## config.mk

```make
export PLATFORM = sky130hd
export DESIGN_NAME = calc_key_sequencer
export DESIGN_NICKNAME = d
export VERILOG_FILES = /design/src/rtl/calc_key_sequencer.sv
export SDC_FILE = /design/constraint.sdc
export NUM_CORES = 1
export LEC_CHECK = 0
export ABC_AREA = 0
export BUFFER_PORTS_ARGS = -buffer_cell sky130_fd_sc_hd__buf_2
export CORE_UTILIZATION = 55
export CTS_BUF_LIST = sky130_fd_sc_hd__clkbuf_4
export CTS_CLUSTER_SIZE = 14
export DETAILED_ROUTE_END_ITERATION = 12
export PLACE_DENSITY = 0.76
export RECOVER_POWER = 100
export SYNTH_ARGS = -nofsm -noshare
export SYNTH_HDL_FRONTEND = slang
export SYNTH_SLANG_ARGS = --single-unit
```

## constraint.sdc

```tcl
create_clock -name clk -period 2 [get_ports clk]
set_clock_uncertainty 0.1 [all_clocks]
set_input_delay 0.4 -clock clk [delete_from_list [all_inputs] [get_ports clk]]
set_output_delay 0.4 -clock clk [all_outputs]
set_load 0.02 [all_outputs]
```

## src/rtl/calc_key_sequencer.sv

```systemverilog
// Key front-end for the 4-bit calculator: sync + debounce four active-low buttons and
// turn one clean press into one valid/ready request. Optional macro: CALC_DIV0_GUARD_EN.
module calc_key_sequencer #(
  parameter int DEBOUNCE_CYCLES = 500000,
  parameter int DATA_W          = 4
) (
  input  logic              clk,
  input  logic              rst_n,
  input  logic [3:0]        key_n,
  input  logic [DATA_W-1:0] sw_a,
  input  logic [DATA_W-1:0] sw_b,
  input  logic              op_ready,
  output logic              op_valid,
  output logic [1:0]        op_code,
  output logic [DATA_W-1:0] op_a,
  output logic [DATA_W-1:0] op_b,
  output logic              err_multi,
  output logic              err_div0
);
  localparam int CW = $clog2(DEBOUNCE_CYCLES);
  localparam logic [CW-1:0] CNT_MAX = CW'(DEBOUNCE_CYCLES - 1);

  typedef enum logic [1:0] {IDLE, ISSUE, WAIT_REL} state_t;

  state_t              r_state;
  logic [3:0]          r_k_s1, r_k_s2, r_deb, r_deb_prev;
  logic [3:0][CW-1:0]  r_cnt;
  logic [DATA_W-1:0]   r_a_s1, r_a_s2, r_b_s1, r_b_s2;
  logic                r_valid, r_err_multi, r_err_div0;
  logic [1:0]          r_code;
  logic [DATA_W-1:0]   r_a, r_b;

  logic [3:0]          w_low;
  logic                w_press, w_single, w_div0;
  logic [1:0]          w_idx;

  // Synchronisers for keys (idle high) and switch operands
  always_ff @(posedge clk or negedge rst_n) begin
    if (!rst_n) begin
      r_k_s1 <= 4'hF;
      r_k_s2 <= 4'hF;
      r_a_s1 <= '0;
      r_a_s2 <= '0;
      r_b_s1 <= '0;
      r_b_s2 <= '0;
    end else begin
      r_k_s1 <= key_n;
      r_k_s2 <= r_k_s1;
      r_a_s1 <= sw_a;
      r_a_s2 <= r_a_s1;
      r_b_s1 <= sw_b;
      r_b_s2 <= r_b_s1;
    end
  end

  // Debounce: level accepted only after DEBOUNCE_CYCLES consecutive differing samples
  always_ff @(posedge clk or negedge rst_n) begin
    if (!rst_n) begin
      r_deb      <= 4'hF;
      r_deb_prev <= 4'hF;
      r_cnt      <= '0;
    end else begin
      r_deb_prev <= r_deb;
      for (int k = 0; k < 4; k++) begin
        if (r_k_s2[k] == r_deb[k]) begin
          r_cnt[k] <= '0;
        end else if (r_cnt[k] == CNT_MAX) begin
          r_deb[k] <= r_k_s2[k];
          r_cnt[k] <= '0;
        end else begin
          r_cnt[k] <= r_cnt[k] + 1'b1;
        end
      end
    end
  end

  assign w_low    = ~r_deb;
  assign w_press  = |(r_deb_prev & ~r_deb);
  assign w_single = (w_low != 4'h0) && ((w_low & (w_low - 4'h1)) == 4'h0);

  always_comb begin
    w_idx = 2'd0;
    for (int k = 0; k < 4; k++)
      if (w_low[k]) w_idx = 2'(k);
  end

`ifdef CALC_DIV0_GUARD_EN
  assign w_div0 = (w_idx == 2'd3) && (r_b_s2 == '0);
`else
  assign w_div0 = 1'b0;
`endif

  always_ff @(posedge clk or negedge rst_n) begin
    if (!rst_n) begin
      r_state     <= IDLE;
      r_valid     <= 1'b0;
      r_code      <= 2'd0;
      r_a         <= '0;
      r_b         <= '0;
      r_err_multi <= 1'b0;
      r_err_div0  <= 1'b0;
    end else begin
      case (r_state)
        IDLE: if (w_press) begin
          if (!w_single) begin
            r_err_multi <= 1'b1;
            r_err_div0  <= 1'b0;
            r_state     <= WAIT_REL;
          end else if (w_div0) begin
            r_err_multi <= 1'b0;
            r_err_div0  <= 1'b1;
            r_state     <= WAIT_REL;
          end else begin
            r_code      <= w_idx;
            r_a         <= r_a_s2;
            r_b         <= r_b_s2;
            r_err_multi <= 1'b0;
            r_err_div0  <= 1'b0;
            r_valid     <= 1'b1;
            r_state     <= ISSUE;
          end
        end
        ISSUE: if (op_ready) begin
          r_valid <= 1'b0;
          r_state <= WAIT_REL;
        end
        WAIT_REL: if (&r_deb) r_state <= IDLE;
        default: r_state <= IDLE;
      endcase
    end
  end

  assign op_valid  = r_valid;
  assign op_code   = r_code;
  assign op_a      = r_a;
  assign op_b      = r_b;
  assign err_multi = r_err_multi;
  assign err_div0  = r_err_div0;
endmodule

```

==> results of run 1 <==
-- through the flow --
step / hold WS, ns / std cells / power (W) / TNS (ns)
after floorplan: 0.004409 / 502 / 0.002668 / -1.494
after global placement: 0.2322 / 682 / 0.002777 / -0.5755
after detailed placement: 0.2347 / 682 / 0.002788 / -1.851
after CTS: 0.2611 / 729 / 0.004787 / -2.176
after global routing: 0.2626 / 734 / 0.004931 / -5.040
final: 0.2513 / 734 / 0.004735 / -2.815
-- path summary, 6_finish.rpt --
| path | to | slack (ns) |
|---|---|---|
| setup / recovery | r_cnt[29]$_DFF_PN0_ | -0.16 |
| hold / removal | r_b_s2[3]$_DFF_PN0_ | 0.25 |
| setup reg to reg | r_cnt[29]$_DFF_PN0_ | -0.16 |
| hold reg to reg | r_b_s2[3]$_DFF_PN0_ | 0.25 |
| max in group asynchronous | r_cnt[8]$_DFF_PN0_ | 0.27 |
| min in group asynchronous | r_cnt[68]$_DFF_PN0_ | 0.57 |
-- layer usage --
metal / global-route usage [%] / part of all wire (%) / vias to the layer above
li1: - / - / 1949
met1: 28.11 / 43 / 2018
met2: 38.46 / 51 / 90
met3: 5.452 / 3.6 / 25
met4: 10.59 / 2.2 / 0
met5: 0 / 0 / -
-- power by group --
group | total (W) | switching [W] | internal [W]
combinational | 0.000198 | 0.000118 | 0.0000801
sequential | 0.00255 | 0.0000338 | 0.00252
clock | 0.00198 | 0.000970 | 0.00101
total | 0.00473 | 0.00112 | 0.00361
-- cells in the final DEF (no fill, tap or decap), drive strengths merged, types with 4 or more instances in the layout --
master and instances:
nor4 16, bufinv 4, a21oi 14, dfrtp 106, xnor2 36, nor2 72, buf 49, or4 9
nand2b 4, or2 6, dlygate4sd3 14, clkinvlp 4, dfstp 16, inv 12, o21ai 13, nand2 28
mux2 14, and4 6, xor2 22, nand4 22, nand3 36, ha 4, or3 8, o31ai 4
nor3 13, clkbuf 41, clkinv 5, and2 5
-- critical path, delay by kind of cell, from the launching register on --
kind | cells | cell delay, ns
buffers and inverters | 1 | 0.16
DFF | 1 | 0.41
and+or+nand+nor | 3 | 1.17
AOI/OAI and AO/OA | 1 | 0.21
-- flip-flops by register name (all words and copies together) (netlist names) --
| signal | count |
|---|---|
| r_cnt | 76 |
| op_a | 4 |
| op_b | 4 |
| r_a_s1 | 4 |
| r_a_s2 | 4 |
| r_b_s1 | 4 |
| r_b_s2 | 4 |
| r_deb | 4 |
| r_deb_prev | 4 |
| r_k_s1 | 4 |
| r_k_s2 | 4 |
| op_code | 2 |
| r_state | 2 |
| err_multi | 1 |
| op_valid | 1 |
-- cells by family (layout without fill, tap and decap cells) --
| kind of cell | count (synthesis) | after routing | share of synthesized area [%] |
|---|---|---|---|
| buffers and inverters | 26 | 129 | 2.189 |
| adder cells (fa/ha/maj) | 4 | 4 | 0.9215 |
| XOR/XNOR | 58 | 58 | 9.353 |
| other | 1 | 1 | 0.06904 |
| flip-flops | 122 | 122 | 56.58 |
| AND/OR/NAND/NOR | 235 | 235 | 22.46 |
| AO/OA/AOI/OAI | 41 | 41 | 5.345 |
| multiplexers | 15 | 15 | 3.087 |
-- final cells by class --
cell class,instances,area [um^2]
flip-flops and latches,122,3074
fillers,726,2913
multi-input cells,354,2288
repair buffers,86,603.1
clock inverters,14,198.9
well taps,129,161.4
clock buffers,18,135.1
inverters,11,41.29
-- repair_timing --
action / 4_1_cts / 5_1_grt
hold buffers: 14 / 0
buffers inserted: 1 / 5
cloned: 0 / 0
hold endpoints to repair: 119 / 0
resized for setup: 9 / 9
pin swaps: 5 / 5
setup endpoints to repair: 38 / 30
==> reports/metrics.yaml, run 1 <==
yosysSeqAreaShare_pct: 56.58
ys.flop_type: "dfrtp_1"
rsz0062_at_grt: "true"
grt_pass1_vias: 4034
cpPeakStageDelay_ns: 0.58
status: "finished with violations"
nets: 611
rows: 35
diodes: 0
ios: 28
worstMarginPinSlew_ns: 1.253
grt.overflow.total: 0
clock_latency_ns: 0.54
slowest_stage: "or4_4"
violations: "setup timing"
netlist_area_um2: 5431
final_area_um2: 6502
dr.pass1.iters: 5
clock_sinks: 122
drv_cap: 0
core_um2: 9415
clk_path_buf_depth: 2
yosysTopAreaCellShare_pct: 48.84
hold_violations: 0
initial_core_util_pct: 57.69
drc: 0
power_density_nw_per_um2: 728.2
routabilityCongestion: 0.8630
dpl-instance-area_um2: 6006
critPathLaunchType: "flip-flop"
cts_tree: "yes"
synth-seq-cells: 122
grt_usage_pct: 22.88
whs_path_depth: 0
drive_gt1_share_pct: 23.31
arrival_ns: 2.48
reg2regPathDepth: 5
post_drt_via_cell_ratio: 5.561
fmax_mhz: 462.6
maxSlewViolCount: 0
hp-class: "flip-flop to flip-flop"
pre_cts_slack_ns: -0.1118
numPortBuffers: 26
ys_types: 46
fin_ws_ns: -0.1618
min-delay-start: "r_b_s1[3]$_DFF_PN0_"
path_cells: "or4_4 -> or4_4 -> o21ai_4 -> buf_6 -> nor2_1"
synth_cells: 502
clk_pin_slew_ns: 0.11
synthTopCellsByCount: "dfrtp_1 (106), nor2_1 (72), nand3_1 (36), xnor2_1 (36), nand2_1 (28)"
dieArea_um2: 10280
area_growth_syn_to_layout_pct: 19.72
crit_required_ns: 2.31
period_share_pct: 108.1
synth_edf_count: 0
reg2reg_from: "r_cnt[30]$_DFF_PN0_"
die_h_um: 101.4
synth_fp_nets: 521
dp_hpwl_mm: 7.181
crit_type: "flip-flop to flip-flop"
syn_avg_cell_area_um2: 10.82
drtIter0Drc: 178
wl_mm: 10.69
clock-root-buffer: "clkbuf_4"
worstPathMaxFanout: 10
synth-async-reset-ratio_pct: 100.0
yosysMostFrequentCell: "dfrtp_1"
wl_per_cell_um: 14.56
fin_util_pct: 69.06
antenna_found_initial: 0
slew_headroom_pct: 16.44
grt_pass1_wl_mm: 17.89
period_needed_ns: 2.162
critPathMostFrequentCell: "or4_4"
htree_levels: 4
finalSetupViolations: 19
peakVddDrop_mv: 0.6037
cts-buffers-inserted: 17
postRouteAntennaNets: 0
yosys.area.top_type: "dfrtp_1"
vias: 4082
grt_max_degree: 70
ys_warn_count: 0
p_leak_nw: 2.700
worstSetupStartpoint: "r_cnt[30]$_DFF_PN0_"
yosys-top-cells-area: "dfrtp_1 (49%), dfstp_2 (7.7%), xnor2_1 (5.8%), nor2_1 (5.0%), xor2_1 (3.5%)"
cp-end-kind: "flip-flop"
dieWidth_um: 101.4
No activity file was read; power rests on OpenSTA's default activity.
==> run 2: changes to the inputs <==
Settings changed: BUFFER_PORTS_ARGS -buffer_cell sky130_fd_sc_hd__buf_2 to default, CAP_MARGIN from default to 20, DONT_BUFFER_PORTS from default to 1, PLACE_DENSITY 0.76 to 0.73.
==> run 2 against run 1 <==
- the run ends with hold timing, setup timing left
- register-to-register slack gained 0.06 ns
- worst hold slack lost 0.79 ns
- clock power shrank 11%
- critical endpoint is now r_cnt[36]$_DFF_PN0_
- largest power group unchanged
==> reports/metrics.yaml, run 2 (synthesis gave the netlist of run 1 again) <==
htree_levels: 4
peakVddDrop_mv: 0.7030
largest_reg_flops: 76
postRouteAntennaNets: 0
numPortBuffers: 0
drc: 0
crit_type: "flip-flop to flip-flop"
holdBufCountCts: 13
maxSlewViolCount: 0
arrival_ns: 2.41
dieWidth_um: 101.4
dieArea_um2: 10280
power_density_nw_per_um2: 708.1
ff2ff_setup_slack_ns: -0.10
grt_usage_pct: 22.39
finalHoldWorstSlack_ns: -0.5344
cts_tree: "yes"
grt_pass1_wl_mm: 17.56
finalPower_w: 0.004452
clk_path_buf_depth: 2
fmax_mhz: 475.2
cts-buffers-inserted: 17
violations: "hold timing, setup timing"
pre_cts_slack_ns: -0.08779
clock-root-buffer: "clkbuf_4"
critPathLaunchType: "flip-flop"
path_cells: "or4_4 -> or4_4 -> o221a_2 -> o211a_1"
place_inst: 653
dp_hpwl_mm: 6.826
antenna_found_initial: 0
p_leak_nw: 2.582
fin_ws_ns: -0.1043
die_h_um: 101.4
worstPathMaxFanout: 3
critPathMostFrequentCell: "or4_4"
status: "finished with violations"
clock_latency_ns: 0.52
clk_pin_slew_ns: 0.12
layout_common_cells: "dfrtp_1 (106), nor2_1 (71), xnor2_1 (36), nand3_1 (35), buf_4 (29)"
diodes: 0
final.fill_count: 740
instances_no_fill: 699
drv_cap: 0
core_um2: 9415
rsz0062_at_grt: "true"
grt_max_degree: 123
wl_per_cell_um: 14.50
hold_violations: 122
drive_gt1_share_pct: 18.95
ios: 28
cpPeakStageDelay_ns: 0.56
clock_sinks: 122
routabilityCongestion: 0.8661
mostFrequentLayoutCell: "dfrtp_1"
initial_core_util_pct: 57.69
period_needed_ns: 2.104
nets: 576
slowest_stage: "or4_4"
finalSetupViolations: 21
regMostFlops: "r_cnt"
rows: 35
fin_util_pct: 66.78
post_drt_via_cell_ratio: 5.535
hp-class: "input pin to async pin"
period_share_pct: 105.2
vias: 3869
crit_required_ns: 2.31
area_growth_syn_to_layout_pct: 15.76
dr.pass1.iters: 4
grt_pass1_vias: 3996
wl_mm: 10.13
drtIter0Drc: 159
cp-end-kind: "flip-flop"
grt.overflow.total: 0
==> run 2: cell types whose count changed in the layout (fill, tap and decap cells not counted), sizes merged <==
cell,previous run,this run
buf,49,32
bufinv,4,3
clkbuf,41,24
clkinv,5,7
clkinvlp,4,3
dlygate4sd3,14,13
==> run 2: per-stage QoR <==
stage	cell area (um^2)	TNS, ns
2_1_floorplan	5440	-1.494
5_1_grt	6287	-4.259
4_1_cts	6274	-1.323
3_5_place_dp	5838	-1.327
3_3_place_gp	5838	-0.3629
6_report	6287	-1.097
==> run 2: repair_timing <==
item                                    CTS  global route
endpoints found under the setup margin   43            48
setup buffers                             0             1
hold endpoints to repair                135           122
pin swaps                                 1             2
gates resized for setup                   3             5
==> run 2: cell type report <==
cell class / count / area, um^2 / share of cell area (%)
clock inverter: 14 / 153.9 / 2.448
sequential: 122 / 3073 / 48.88
clock buffer: 18 / 135.1 / 2.149
tap: 129 / 161.4 / 2.567
timing repair buffer: 51 / 442.9 / 7.045
inverter: 11 / 41.29 / 0.6567
multi-input combinational: 354 / 2280 / 36.26
==> run 2: path summary, 6_finish.rpt <==
check | start | end | cells past startpoint
max | r_cnt[28]$_DFF_PN0_ | r_cnt[36]$_DFF_PN0_ | 4
min | rst_n | r_cnt[66]$_DFF_PN0_ | 0
max reg2reg | r_cnt[28]$_DFF_PN0_ | r_cnt[36]$_DFF_PN0_ | 4
min reg2reg | r_a_s1[2]$_DFF_PN0_ | r_a_s2[2]$_DFF_PN0_ | 0
max in group asynchronous | rst_n | r_k_s1[2]$_DFF_PN1_ | 0
min in group clk | op_ready | op_valid$_DFFE_PN0P_ | 3
==> run 2: metal layers <==
metal | global-route usage [%] | share of wire, %
met1 | 28.21 | 46
met2 | 36.47 | 49
met3 | 6.487 | 4.3
met5 | 0 | 0
met4 | 9.253 | 1.2
==> run 2: critical path, delay by kind of cell (launching register included) <==
| family | cells | cell delay (ns) |
|---|---|---|
| and+or+nand+nor | 2 | 1.09 |
| DFF | 1 | 0.39 |
| AOI/OAI and AO/OA | 2 | 0.42 |
==> run 2: power by group <==
| group | switching (W) | leakage [nW] | total [W] | internal (W) |
|---|---|---|---|---|
| sequential | 0.0000361 | 1.60 | 0.00256 | 0.00252 |
| clock | 0.000905 | 0.146 | 0.00177 | 0.000862 |
| combinational | 0.0000622 | 0.837 | 0.000128 | 0.0000663 |
| total | 0.00100 | 2.58 | 0.00445 | 0.00345 |
